## config.mk

```make
export PLATFORM = sky130hd
export DESIGN_NAME = mem_arbiter
export DESIGN_NICKNAME = d
export VERILOG_FILES = /design/src/rtl/mem_arb_pkg.sv /design/src/rtl/mem_arbiter_rr_pick2.sv /design/src/rtl/mem_arbiter.sv
export SDC_FILE = /design/constraint.sdc
export NUM_CORES = 1
export LEC_CHECK = 0
export CAP_MARGIN = 20
export CORE_MARGIN = 2
export CORE_UTILIZATION = 40
export DETAILED_ROUTE_END_ITERATION = 7
export PLACE_DENSITY = 0.85
export SYNTH_ARGS = -nofsm -noshare
export SYNTH_HDL_FRONTEND = slang
export SYNTH_SLANG_ARGS = --single-unit
```

## constraint.sdc

```tcl
create_clock -name clk -period 2 [get_ports clk]
set_input_delay 0.2 -clock clk [delete_from_list [all_inputs] [get_ports clk]]
set_output_delay 0.2 -clock clk [all_outputs]
set_load 0.01 [all_outputs]
```

## src/rtl/mem_arb_pkg.sv

```systemverilog
// Shared constants for the two-port memory arbiter: FSM encoding and default geometry.
package mem_arb_pkg;

    localparam int DEF_ADDR_W    = 13;
    localparam int DEF_DATA_W    = 16;
    localparam int DEF_MEM_DEPTH = 201;

    typedef logic [1:0] state_t;

    localparam logic [1:0] ST_IDLE   = 2'd0;
    localparam logic [1:0] ST_ACCESS = 2'd1;
    localparam logic [1:0] ST_RESP   = 2'd2;

endpackage

```

## src/rtl/mem_arbiter_rr_pick2.sv

```systemverilog
// Combinational two-way round-robin selector; on a tie the port that did not win last time is chosen.
module rr_pick2 (
    input  logic req0,
    input  logic req1,
    input  logic last_grant,
    output logic grant_valid,
    output logic grant_idx
);

    assign grant_valid = req0 | req1;
    assign grant_idx   = req1 & (~req0 | ~last_grant);

endmodule

```

## src/rtl/mem_arbiter.sv

```systemverilog
// Serialises instruction-fetch (port 0) and data (port 1) accesses onto one single-port memory.
// state   | meaning
// IDLE    | waiting for a request; winner's operands latched on the granting edge
// ACCESS  | memory driven for one cycle; read data captured / write committed at its end
// RESP    | one-cycle ack (and err) to the granted port
module mem_arbiter
    import mem_arb_pkg::*;
#(
    parameter int ADDR_W    = DEF_ADDR_W,
    parameter int DATA_W    = DEF_DATA_W,
    parameter int MEM_DEPTH = DEF_MEM_DEPTH
) (
    input  logic              clk,
    input  logic              rst_n,
    input  logic              req0,
    input  logic              req1,
    input  logic              we0,
    input  logic              we1,
    input  logic [ADDR_W-1:0] addr0,
    input  logic [ADDR_W-1:0] addr1,
    input  logic [DATA_W-1:0] wdata0,
    input  logic [DATA_W-1:0] wdata1,
    output logic              ack0,
    output logic              ack1,
    output logic [DATA_W-1:0] rdata0,
    output logic [DATA_W-1:0] rdata1,
    output logic              err0,
    output logic              err1,
    output logic              busy,
    output logic [ADDR_W-1:0] mem_address,
    output logic [DATA_W-1:0] mem_write_data,
    output logic              mem_read,
    output logic              mem_write,
    input  logic [DATA_W-1:0] mem_read_data
);

    state_t            state;
    logic              last_grant;
    logic              gnt_q;
    logic              we_q;
    logic              err_q;
    logic [ADDR_W-1:0] addr_q;
    logic [DATA_W-1:0] wdata_q;

    logic              pick_valid;
    logic              pick_idx;
    logic              win_we;
    logic [ADDR_W-1:0] win_addr;
    logic [DATA_W-1:0] win_wdata;
    logic              win_oob;

    rr_pick2 u_pick (
        .req0        (req0),
        .req1        (req1),
        .last_grant  (last_grant),
        .grant_valid (pick_valid),
        .grant_idx   (pick_idx)
    );

    always_comb begin
        win_we    = we0;
        win_addr  = addr0;
        win_wdata = wdata0;
        if (pick_idx) begin
            win_we    = we1;
            win_addr  = addr1;
            win_wdata = wdata1;
        end
    end

    // Range is judged once at grant time; zero-extended so no address can wrap into range.
    assign win_oob = (32'(win_addr) >= 32'(MEM_DEPTH));

    always_ff @(posedge clk or negedge rst_n) begin
        if (!rst_n) begin
            state      <= ST_IDLE;
            last_grant <= 1'b1;
            gnt_q      <= 1'b0;
            we_q       <= 1'b0;
            err_q      <= 1'b0;
            addr_q     <= '0;
            wdata_q    <= '0;
            rdata0     <= '0;
            rdata1     <= '0;
        end else begin
            case (state)
                ST_IDLE: begin
                    if (pick_valid) begin
                        gnt_q      <= pick_idx;
                        last_grant <= pick_idx;
                        we_q       <= win_we;
                        addr_q     <= win_addr;
                        wdata_q    <= win_wdata;
                        err_q      <= win_oob;
                        state      <= ST_ACCESS;
                    end
                end
                ST_ACCESS: begin
                    if (!we_q) begin
                        if (gnt_q) rdata1 <= err_q ? '0 : mem_read_data;
                        else       rdata0 <= err_q ? '0 : mem_read_data;
                    end
                    state <= ST_RESP;
                end
                ST_RESP: state <= ST_IDLE;
                default: state <= ST_IDLE;
            endcase
        end
    end

    assign busy           = (state == ST_ACCESS) || (state == ST_RESP);
    assign mem_address    = addr_q;
    assign mem_write_data = wdata_q;
    assign mem_read       = (state == ST_ACCESS) && !we_q && !err_q;
    assign mem_write      = (state == ST_ACCESS) &&  we_q && !err_q;
    assign ack0           = (state == ST_RESP) && !gnt_q;
    assign ack1           = (state == ST_RESP) &&  gnt_q;
    assign err0           = ack0 && err_q;
    assign err1           = ack1 && err_q;

endmodule
```

==> results.tsv <==
metric	value	unit
synth.most_common_cell	nand2_1	
status	complete, no violations	
drc_errors	0	
leakagePower	0.00208	uW
synth-seq-cells	67	
min_period	1.94	ns
die_h	90.5	um
fin_hold_ws	0.422	ns
layout.nets	525	
synth_edf_count	0	
dp_worst_setup_slack	0.201	ns
die_area	8180	um^2
post-dp-hpwl	5990	um
wl_per_cell	14.8	um
synth_top_area_share	55.2	%
finalHoldViolations	0	
path_delay_family	buffers and inverters	
critPathMaxStageDelay	0.54	ns
port_buffers	147	
synth_top_area_cell	dfrtp_1	
postSynthAreaPerCell	10.3	um^2
clock_sinks	67	
finalWorstSetupSlack	0.0644	ns
vias_per_cell	4.90	
crit_path_start_kind	register	
crit_type	reg -> out	
ys_warn_count	0	
drt_iter0_drc	69	
ys_types	36	
first_pass_iters	4	
gr-usage-all-layers	20.4	%
clk_path_buf_depth	2	
slew_violations	0	
cts_buffers	9	
finalPower	6810	uW
gp_congestion	0.743	
power.density	1400	nW/um^2
syn_area	2990	um^2
syn_nets	374	
cts_tree	yes	
drt-total-wl	8110	um
fmax	517	MHz
worst_pin_slew	0.448	ns
clk_pin_slew	0.08	ns
cp_cell_sequence	inv_1 -> ha_1 -> nor2b_1 -> clkdlybuf4s50_1	
slowest_stage	clkdlybuf4s50_1	
root_buffer	clkbuf_8	
drv_cap	0	
drive_gt1_share	8.72	%
fin_area	4850	um^2
setup_viol	0	
clk_latency	0.35	ns
cp.buffers_inverters	2	
ir_worst_vdd	0.664	mV
synthFlopType	dfrtp_1	
synthArstFlopShare	100	%
r2r_slack	0.36	ns
end_kind	primary output	
gr-total-overflow	0	
ant_nets	0	
core	7250	um^2
start_util	41.2	%
rsz0062_at_grt	yes	
crit_required	1.80	ns
max-slew-margin-rel	70.1	%
vias	2676	
grt_pass1_wl	13300	um
num_io_pins	148	
htree_levels	3	
crit_fanout	4	
synth_area_leaders	dfrtp_1 55%, nand2_1 10%, mux2i_1 10%	
synthCells	291	
min_path_type	in -> async	
timing.clock.skew	0.00926	ns
rows	31	
fin_crit_sh	96.8	%
die_w	90.5	um
placed_cell_area	4560	um^2
first_global_vias	2743	
ys_seq_area_share	56.1	%
antenna_cells	0	
grt_max_degree	46	
antenna_found_initial	0	
crit_arrival	1.74	ns
syn2layout_area_growth	62.1	%
synth_commonest_cells	82 x nand2_1, 66 x dfrtp_1, 34 x o21ai_1, 30 x mux2i_1, 20 x o21ai_0	
==> path summary, 6_finish.rpt <==
path / start / to / cells past startpoint
worst max-delay path: state[0] / ack0 / 4
worst max register to register: state[0] / err_q / 5
worst min-delay path: rst_n / rdata1[5] / 3
worst min register to register: rdata1[14] / rdata1[14] / 2
min in group clk: mem_read_data[6] / rdata0[6] / 3
max in group asynchronous: rst_n / last_grant / 3
==> registers in the layout, indices dropped and copies added (netlist names) <==
signal          flops
err_q               1
gnt_q               1
last_grant          1
mem_address        13
mem_write_data     16
rdata0             16
rdata1             16
state               2
we_q                1
==> cells by family after synthesis <==
logic type                 after synthesis  synth area share (%)
and+or+nand+nor                         97                  13.3
DFF                                     67                  56.1
muxes                                   30                  10.0
adders and majority gates                3                  1.26
buffers and inverters                   20                  4.48
AOI/OAI and AO/OA                       74                  14.9
==> power breakdown <==
| part | leakage [uW] | internal (uW) | switching [uW] |
|---|---|---|---|
| clock | 0.000133 | 990 | 536 |
| combinational | 0.00109 | 1600 | 1380 |
| sequential | 0.000860 | 1960 | 346 |
| total | 0.00208 | 4540 | 2260 |
==> area by class of cell <==
type | instances | area (um^2)
Timing Repair Buffer | 157 | 1570
Tap cell | 99 | 124
Clock inverter | 6 | 136
Multi-Input combinational cell | 204 | 1190
Sequential cell | 67 | 1680
Fill cell | 587 | 2400
Inverter | 3 | 11.3
Clock buffer | 10 | 138
==> metrics by stage <==
| stage | cells | utilization [%] | TNS, ns |
|---|---|---|---|
| 6_report | 546 | 66.8 | 0 |
| 5_1_grt | 546 | 66.8 | -0.0236 |
| 4_1_cts | 546 | 66.7 | 0 |
| 3_5_place_dp | 529 | 62.8 | 0 |
| 3_3_place_gp | 529 | 62.8 | 0 |
| 2_1_floorplan | 291 | - | 0 |
==> cells in the final DEF (no fill, tap or decap), types with 2 or more instances in the layout <==
cell type,instances
a31oi_1,2
and3_1,2
buf_12,2
buf_4,7
bufinv_16,4
clkbuf_8,10
clkdlybuf4s50_1,143
dfrtp_1,66
dlymetal6s2s_1,2
ha_1,2
inv_1,2
mux2i_1,30
nand2_1,82
nor2_1,4
o21ai_0,20
o21ai_1,34
o21ai_2,9
==> timing repair <==
item                                    4_1_cts  5_1_grt
gates resized for setup                       1        3
hold buffers                                  1        0
endpoints found under the setup margin        1        3
endpoints found under the hold margin        66        0
gates cloned                                  0        0
setup buffers                                 0        0
==> per-layer routing <==
layer / vias up / part of all wire (%) / GRT usage [%]
li1: 1304 / - / -
met1: 1238 / 43 / 24.8
met2: 124 / 50 / 35.6
met3: 10 / 6.3 / 5.34
met4: 0 / 1.2 / 5.77
met5: - / 0 / 0
==> worst register-to-register path: stages, from the launching register on <==
cell and delay, ns:
dfrtp_1 0.40, inv_1 0.11, ha_1 0.34, o21ai_4 0.13, buf_12 0.20, a221oi_1 0.36
Note: power is estimated with default switching activity, not from simulation.
